[config.mk]
export PLATFORM = sky130hd
export DESIGN_NAME = dac_tx
export DESIGN_NICKNAME = d
export VERILOG_FILES = /design/src/rtl/dac_tx.sv
export SDC_FILE = /design/constraint.sdc
export NUM_CORES = 1
export LEC_CHECK = 0
export BUFFER_PORTS_ARGS = -buffer_cell sky130_fd_sc_hd__buf_4
export CORE_ASPECT_RATIO = 1.25
export CORE_MARGIN = 5
export CORE_UTILIZATION = 25
export DETAILED_ROUTE_END_ITERATION = 6
export GPL_TIMING_DRIVEN = 0
export SYNTH_ARGS = -nofsm -noshare
export SYNTH_HDL_FRONTEND = slang
export SYNTH_SLANG_ARGS = --single-unit
[constraint.sdc]
create_clock -name clk -period 2.1 [get_ports clk]
set_input_delay 0.42 -clock clk [delete_from_list [all_inputs] [get_ports clk]]
set_output_delay 0.42 -clock clk [all_outputs]
set_load 0.01 [all_outputs]
[src/rtl/dac_tx.sv]
// dac_tx: 16-bit SPI-style frame transmitter for a 12-bit DAC with a one-entry holding register.
module dac_tx #(
    parameter int CLK_DIV    = 2,
    parameter int GAP_CYCLES = 4
) (
    input  logic        clk,
    input  logic        rst,
    input  logic        start,
    input  logic [11:0] data_in,
    output logic        sclk,
    output logic        sync_n,
    output logic        dato_ser,
    output logic        busy,
    output logic        tx_done,
    output logic        overrun
);
    localparam int DW = CLK_DIV > 1 ? $clog2(CLK_DIV) : 1;
    localparam int GW = GAP_CYCLES > 1 ? $clog2(GAP_CYCLES) : 1;
    localparam logic [DW-1:0] DIV_LAST = DW'(CLK_DIV - 1);
    localparam logic [GW-1:0] GAP_LAST = GW'(GAP_CYCLES - 1);

    typedef enum logic [1:0] {IDLE, SHIFT, GAP} state_t;

    state_t        state_q, state_d;
    logic [15:0]   shift_q, shift_d;
    logic [DW-1:0] div_q, div_d;
    logic [GW-1:0] gap_q, gap_d;
    logic [3:0]    bit_q, bit_d;
    logic          sclk_q, sclk_d;
    logic [11:0]   hold_q, hold_d;
    logic          hold_v_q, hold_v_d;
    logic          tx_done_q, tx_done_d;
    logic          overrun_q, overrun_d;

    always_ff @(posedge clk) begin
        if (rst) begin
            state_q   <= IDLE;
            shift_q   <= '0;
            div_q     <= '0;
            gap_q     <= '0;
            bit_q     <= '0;
            sclk_q    <= 1'b1;
            hold_q    <= '0;
            hold_v_q  <= 1'b0;
            tx_done_q <= 1'b0;
            overrun_q <= 1'b0;
        end else begin
            state_q   <= state_d;
            shift_q   <= shift_d;
            div_q     <= div_d;
            gap_q     <= gap_d;
            bit_q     <= bit_d;
            sclk_q    <= sclk_d;
            hold_q    <= hold_d;
            hold_v_q  <= hold_v_d;
            tx_done_q <= tx_done_d;
            overrun_q <= overrun_d;
        end
    end

    always_comb begin
        state_d   = state_q;
        shift_d   = shift_q;
        div_d     = div_q;
        gap_d     = gap_q;
        bit_d     = bit_q;
        sclk_d    = sclk_q;
        hold_d    = hold_q;
        hold_v_d  = hold_v_q;
        tx_done_d = 1'b0;
        overrun_d = 1'b0;
        if (state_q != IDLE && start) begin
            overrun_d = hold_v_q;
            hold_d    = hold_v_q ? hold_q : data_in;
            hold_v_d  = 1'b1;
        end
        case (state_q)
            IDLE: begin
                if (hold_v_q || start) begin
                    state_d  = SHIFT;
                    shift_d  = {4'b0000, hold_v_q ? hold_q : data_in};
                    div_d    = '0;
                    bit_d    = '0;
                    sclk_d   = 1'b1;
                    hold_d   = start ? data_in : hold_q;
                    hold_v_d = hold_v_q && start;
                end
            end
            SHIFT: begin
                div_d = div_q + 1'b1;
                if (div_q == DIV_LAST) begin
                    div_d  = '0;
                    sclk_d = ~sclk_q;
                    // Shift only on the rising edge, after the DAC has sampled on the falling one
                    if (!sclk_q) begin
                        shift_d = {shift_q[14:0], 1'b0};
                        bit_d   = bit_q + 4'd1;
                        if (bit_q == 4'd15) begin
                            state_d   = GAP;
                            gap_d     = '0;
                            tx_done_d = 1'b1;
                        end
                    end
                end
            end
            GAP: begin
                gap_d = gap_q + 1'b1;
                if (gap_q == GAP_LAST) begin
                    state_d = hold_v_q ? SHIFT : IDLE;
                    if (hold_v_q) begin
                        shift_d  = {4'b0000, hold_q};
                        div_d    = '0;
                        bit_d    = '0;
                        sclk_d   = 1'b1;
                        hold_v_d = 1'b0;
                    end
                end
            end
            default: state_d = IDLE;
        endcase
    end

    assign sclk     = sclk_q;
    assign sync_n   = state_q != SHIFT;
    assign dato_ser = (state_q == SHIFT) && shift_q[15];
    assign busy     = state_q != IDLE;
    assign tx_done  = tx_done_q;
    assign overrun  = overrun_q;
endmodule
-- Yosys cells after proc, flatten, opt, wreduce, memory -nomap -nowiden
Index checks and enable logic that the tools add are counted.
Widths: inputs -> output; s select.
- memory bits (read-only): 0
- bits in latches: 0
- memories: 0
- logic and storage cells: 88
- memory bits (writable): 0
- flip-flop bits (word level): 41
- output and inout port bits: 6
- muxes and demuxes: 44
- order comparisons: 0
- shifts and indexed selects: 0
- equal/unequal tests: 12
- div/mod/pow operators: 0
- reduce and logical (&&, ||, !) cells: 15
- bitwise logic cells: 4
- $add $sub $neg: 3
- multiply operators: 0
- operators by type and width (kind ; number):
    $mux 16 ; 5
    $mux 12 ; 5
    $pmux 16 s3 ; 1
    $mux 4 ; 5
    $mux 2 ; 8
    $mux 1 ; 14
    $ne 2x2->1 const B ; 6
    $pmux 4 s3 ; 1
    $reduce_and 5->1 ; 2
    $reduce_and 4->1 ; 2
    $pmux 1 s3 ; 2
    $pmux 2 s3 ; 1
    $reduce_and 6->1 ; 1
    $add 4x1->4 const B ; 1
    $eq 2x2->1 const B ; 2
    $eq 4x4->1 const B ; 1
    $not 1->1 ; 4
    $pmux 2 s2 ; 1
    $reduce_bool 2->1 ; 2
    $reduce_or 4->1 ; 1
    $logic_and 1x1->1 ; 3
    $ne 3x3->1 const B ; 1
    $reduce_bool 3->1 ; 1
    $add 2x1->2 const B ; 1
    other kinds (7) ; 7

-- Depth between registers and ports, before layout
Gate-level depths: netlist (run 1).
- depth in word-level cells: 6
- gate-level depth with buffers: 8

-- Least setup slack after synthesis (run 1)
OpenSTA, ideal clock, no wires.
- path type: flip-flop to flip-flop
- from: register state_q[0]
- to: register shift_q[12]
- cell stages (with the launch flop): 9
- path slack: 0.376 ns
- setup time: 0.072 ns
- data required time: 2.028 ns
- arrival time: 1.653 ns
- path through: dfxtp_1 > inv_1 > ha_1 > buf_4 > inv_1 > a21oi_4 > nor3_4 > buf_6 > mux2i_1
- word-level cells in the longest chain between the ends: 3
- elaborated cells between the ends (all ways): 11
- classes of those cells: eq/ne (7); mux (1); reduce/logical (3)
- RTL lines (item ; line ; text):
    start: declaration ; 24 ; state_t state_q, state_d;
    start signal: assignment ; 48 ; state_q <= state_d;
    $eq 2x2->1 (tied with other cells) ; 77 ; case (state_q)
    $ne 2x2->1 (no source line) or $reduce_bool 3->1 (tied branches) ; - ;
    $reduce_and 6->1 (no source line) ; - ;
    end signal: assignment ; 49 ; shift_q <= shift_d;
    end: declaration ; 25 ; logic [15:0] shift_q, shift_d;
Several ways; a longest one is shown, not always the timed one.
A chain may end at the register's enable or synchronous reset.

-- Worst setup path after layout (run 1)
- from: register state_q[1]
- to: output dato_ser
- word-level cells in the longest chain between the ends: 2
- RTL lines (item ; line ; text):
    $eq 2x1->1 ; 125 ; assign dato_ser = (state_q == SHIFT) && shift_q[15];
    $logic_and 1x1->1 ; 125 ;
    end: declaration ; 12 ; output logic dato_ser,
No other way between the ends.

==> results of run 1 <==
[registers in the layout, summed over array words and instances (netlist names)]
signal / flops
state_q: 2
shift_q: 16
hold_q: 12
bit_q: 4
div_q: 1
overrun: 1
tx_done: 1
gap_q: 2
sclk: 1
hold_v_q: 1
[metal layers]
layer  vias up  global-route usage  share of wire
met2        38               0.168           0.49
met3         6              0.0246          0.050
met5         -                   0              0
met4         0              0.0411          0.017
met1       837               0.123           0.44
li1        928                   -              -
[stage by stage]
| stage | hold slack (ns) | setup TNS (ns) | total power [uW] |
|---|---|---|---|
| 5_1_grt | 0.356 | -0.00822 | 3870 |
| 3_5_place_dp | 0.451 | -0.0221 | 2710 |
| 4_1_cts | 0.349 | 0 | 3500 |
| 6_report | 0.355 | 0 | 3620 |
| 2_1_floorplan | 0.430 | 0 | 2300 |
| 3_3_place_gp | 0.443 | -0.000538 | 2690 |
[cell type report]
cell class,count,area share
Multi-Input combinational cell,171,0.462
Timing Repair Buffer,22,0.0683
Inverter,7,0.0101
Tap cell,97,0.0467
Clock buffer,5,0.0265
Sequential cell,41,0.316
Clock inverter,3,0.0250
Buffer,18,0.0457
[what timing repair did]
| action | CTS | global route |
|---|---|---|
| pin swaps | 0 | 1 |
| gates resized for setup | 5 | 9 |
| setup buffers | 0 | 2 |
| endpoints found under the setup margin | 1 | 18 |
[placed cells by master (no fill, tap or decap), types with 3 or more instances in the layout]
cell / Yosys / final
nand3_1: 8 / 8
o21ai_0: 6 / 6
nor3b_1: 11 / 11
inv_1: 6 / 6
o31ai_1: 3 / 3
clkbuf_8: 0 / 6
a311oi_1: 11 / 11
nand2_1: 22 / 22
ha_1: 8 / 7
o21ai_1: 3 / 3
nor2b_1: 4 / 4
a21oi_1: 7 / 7
mux2i_1: 18 / 18
clkbuf_1: 7 / 3
nor2_1: 20 / 20
buf_2: 7 / 4
dfxtp_1: 41 / 40
a31oi_1: 22 / 22
buf_4: 3 / 24
[worst paths after layout]
path / from / to / slack, ns / cells after the start
worst max-delay path: state_q[1] / dato_ser / 0.09 / 6
worst min-delay path: data_in[7] / hold_q[7] / 0.35 / 3
worst max register to register: state_q[0] / shift_q[10] / 0.13 / 8
worst min register to register: shift_q[15] / shift_q[15] / 0.46 / 2
[cell families after synthesis]
family / synth area share
compound gates: 0.219
fa+ha+maj: 0.0469
buf+inv: 0.0586
mux: 0.0844
flops: 0.384
simple gates: 0.207
[worst min-delay path: stages]
cell and delay, ns:
buf_4 0.08, mux2i_1 0.05, nor2_1 0.07
[power by group through the flow]
stage | registers, uW | clock network (uW) | logic, uW
after floorplan | 1000 | 0 | 1300
after global placement | 1020 | 0 | 1680
after global routing | 1020 | 804 | 2040
after detailed placement | 1020 | 0 | 1690
final | 1010 | 753 | 1860
after CTS | 1000 | 773 | 1720
==> run metrics, run 1 <==
status complete, no violations; Hold Violations, Final 0; CORE AREA 0.00829 sq mm; leak pwr about 0.0010 uW; setup ws final 0.0928 ns; post-route clock period utilization 0.956; RSZ-0062 raised after global routing true; synth cell count leaders dfxtp_1 (41), a31oi_1 (22), nand2_1 (22); Slew headroom 0.648; Root Buffer clkbuf_8; Syn Nets 261; dpl cell area 0.00241 sq mm; fill count 871; Starting Density 0.258; CP Class reg -> out; maximum clock frequency 498 MHz; #FFs+latches synth 41; Arrival @ worst endpoint 1.59 ns; sequential share of the synthesized area 0.384; share of cells above drive strength 1 0.217; largest net degree at the start of global routing 14; Maximum Capacitance Violations 0; vias in the first global route 1746; area added between synthesis and finish 21.7%; clk sinks 41; count leader, synth dfxtp_1; Comb power frac 0.514; Avg Cell Area, Syn 8.97 sq um; total number of vias about 1800; Worst path slowest cell dfxtp_2; top post-synthesis cells by area dfxtp_1 (38%), mux2i_1 (8.4%), a31oi_1 (6.4%), ha_1 (4.7%), a311oi_1 (4.5%); Routed Wire Length 5.15 mm; CTS Buf Count 5; TritonCTS clock tree done; FF+latch area 822 sq um; Slew Limit Fails 0; global-route wire length before repair 8.46 mm; non-filler cells, final 364; Mapped Area 0.00214 sq mm; CP startpoint kind flip-flop; drt via density about 5.0; Total Routing Usage GR 0.101; ANT cells 0; hold buffers post-CTS 0; WL per Instance approximately 14 um; post-synth cell types 47; H-tree Lvls 2; IO Port Bufs 20; WP data required 1.68 ns; sequential fraction of design power 0.278; HPWL after detailed placement 3.70 mm; clock share of power 0.208; prevailing post-synth register cell dfxtp_1; Cells after DPL 355; DRC 0; GRT Residual Overflow 0; CP cell instances inv_1, ha_2, buf_6, clkbuf_8, and2_1, buf_4; Die Width 92.7 um; Post-synth ARST share 0; Post-synth EDFFs 0; antenna-violating nets left 0; Initial DRC Count 177; drt pass-1 iters 4; final core utilization 0.314; cell count after synthesis ~240; PD cells 1390 mW/mm^2; area of the multi-input gates 0.00120 sq mm; NumNets Final 289; WP buf/inv 4; NetSw 1420 uW; CTS Buffer Depth 2; Worst-Margin Slew 0.528 ns; Design Area, Final 0.00260 sq mm; DIE AREA 0.0105 sq mm; top cell type's share of synthesized area 0.384; maximum VDD drop about 400 uV; worst-path fanout max 10; synth warn 0; final setup fails 0; initial antenna violation count 0; delay-heaviest family, CP buffers and inverters; Crit path largest cell delay 0.33 ns; clock-pin slew on the worst setup and hold paths around 0.09 ns; CP endpoint kind output pin; RePlAce Congestion 0.837; num ports 21; clock latency on the worst-skew pair 0.30 ns; minimum clock period after layout 2.01 ns; HP Class in -> reg; worst slack, placed -0.0221 ns; Sw Share 0.393; Internal 2200 uW; skew final 0.00990 ns; FP Rows 37; Die Ht around 110 um; Synth area leader dfxtp_1
(Power assumes the default switching activity.)
==> run 2: changes to the inputs <==
Settings changed: CORE_UTILIZATION 25 to 58, PLACE_DENSITY set to 0.78.
==> run 2 against run 1 <==
Effect of this change:
- worst setup slack got worse by 0.020 ns
- global-route usage rose by 11 points
- flip-flop and latch count did not move
- die area fell by 52%
- core utilization rose by 40 points
- wire length fell by 2.4%
- sequential power barely moved
- critical path depth did not move
- cell count fell by 16%
- clock power fell by 12%
- critical endpoint unchanged
- largest cell class unchanged
==> run metrics, run 2 (same netlist as run 1, synthesis figures left out) <==
skew final 0.00292 ns (-0.00698 ns); drt pass-1 iters 4 (unchanged); antenna-violating nets left 0 (unchanged); total number of vias 1870 (+3.4%); ANT cells 0 (unchanged); Die Width 64.3 um (-31%); vias in the first global route 1873 (+7.3%); Worst path slowest cell dfxtp_1; largest net degree at the start of global routing 13 (-1); status complete, no violations; max FFs per register 16 (unchanged); area added between synthesis and finish 16.6%; CORE AREA 0.00351 sq mm (-58%); hold buffers post-CTS 0 (unchanged); largest reg by FF count shift_q; Maximum Capacitance Violations 0 (unchanged); Hold Violations, Final 0 (unchanged); worst-path fanout max 10 (unchanged); final core utilization 0.709 (+0.395); Die Ht 77.8 um (-31%); NumNets Final 289 (unchanged); HP Class in -> reg; Top cell by count, worst path buf_4; WP buf/inv 4 (unchanged); delay-heaviest family, CP buffers and inverters; PD cells 1400 mW/mm^2 (+0.21%); IO Port Bufs 20 (unchanged); Starting Density 0.608 (+0.350); Slew Limit Fails 0 (unchanged); RePlAce Congestion 0.810 (-3.2%); final setup fails 0 (unchanged); Total Routing Usage GR 0.211 (+0.111); most frequent cells in the layout dfxtp_1 (41), buf_4 (26), nand2_1 (22), a31oi_1 (22), nor2_1 (20); initial antenna violation count 0 (unchanged); FP Rows 24 (-35%); Slew headroom 0.659 (+0.0117); Register-to-Register Path Depth 8 (unchanged); CTS Buffer Depth 2 (unchanged); leak pwr 0.000998 uW (-0.61%); H-tree Lvls 2 (unchanged); WL per Instance 16.4 um (+16%); GRT Residual Overflow 0 (unchanged); post-route clock period utilization 0.965 (+0.00938); Crit path largest cell delay 0.38 ns (+0.05 ns); DRC 0 (unchanged); share of cells above drive strength 1 0.213 (-0.00375); maximum VDD drop 940 uV (+130%); TritonCTS clock tree done; Worst-Margin Slew 0.511 ns (-0.0175 ns); RSZ-0062 raised after global routing false; drt via density 6.11 (+23%); CP cell instances inv_2, ha_2, buf_4, clkbuf_8, and2_1, buf_4; Routed Wire Length 5.02 mm (-2.4%); CP startpoint kind flip-flop; minimum clock period after layout 2.03 ns (+0.0197 ns); clock latency on the worst-skew pair 0.29 ns (about the same); CP endpoint kind output pin; Total Power 3480 uW (-4.0%); FF-to-FF Start state_q[0]; WP data required 1.68 ns (about the same); fill count 300 (-66%); CP Class reg -> out; clk sinks 41 (unchanged); HPWL after detailed placement 3.45 mm (-6.6%); Crit. path cell count 6 (unchanged); num ports 21 (unchanged); Initial DRC Count 153 (-14%); most common cell after layout, fill and taps aside dfxtp_1; Arrival @ worst endpoint 1.61 ns (+0.02 ns); Root Buffer clkbuf_8; flop2flop setup slack 0.15 ns (+0.02 ns); DIE AREA 0.00500 sq mm (-52%); setup_tns 0 ns (unchanged); clock-pin slew on the worst setup and hold paths 0.08 ns (about the same); crit path launch state_q[1]; CTS Buf Count 5 (unchanged); global-route wire length before repair 8.56 mm (+1.2%); hold path depth 3 (unchanged); Largest regs shift_q: 16 flops, hold_q: 12 flops, bit_q: 4 flops; maximum clock frequency 493 MHz (-0.97%); Hold Crit Start data_in[7]
[run 2: routing by layer]
metal,vias to the layer above,share of wire,global-route usage
li1,933,-,-
met5,-,0,0
met3,6,0.052,0.0520
met2,51,0.51,0.346
met4,0,0.012,0.0978
met1,880,0.43,0.257
[run 2: what timing repair did]
action | CTS | global route
endpoints found under the setup margin | 1 | 16
gates resized for setup | 5 | 8
setup buffers | 0 | 2
pin swaps | 0 | 1
[run 2: worst register-to-register path, stage by stage, from the launching register on]
cell and delay (ns):
dfxtp_1 0.41, inv_1 0.12, ha_1 0.22, buf_4 0.18, inv_1 0.16, a21o_2 0.23
buf_4 0.19, a31oi_1 0.09, a311oi_1 0.28
[run 2: power by group]
group	internal, uW	switching (uW)	total [uW]
clock	388	272	660
combinational	762	1040	1810
sequential	916	93.7	1010
total	2070	1410	3480
[run 2: cell type report]
class | instances | area, sq um | area share
multi-input combinational | 171 | 1200 | 0.482
sequential | 41 | 821 | 0.329
inverter | 7 | 26.3 | 0.0105
clock buffer | 7 | 86.3 | 0.0347
timing repair buffer | 22 | 165 | 0.0663
tap | 39 | 48.8 | 0.0196
clock inverter | 1 | 30.0 | 0.0121
buffer | 18 | 113 | 0.0452
[run 2: final timing paths]
check                              endpoint
worst max register to register   shift_q[5]
worst min-delay path              hold_q[7]
worst max-delay path               dato_ser
worst min register to register  shift_q[12]
[run 2: per-stage QoR]
stage,worst slack [ns],hold slack [ns],area [sq um],instances
global route,0.0180,0.346,2490,306
finish,0.0731,0.358,2490,306
global placement,0.00627,0.440,2330,297
detailed placement,0.0381,0.451,2330,297
CTS,0.0293,0.348,2470,305
floorplan,0.376,0.430,2140,238
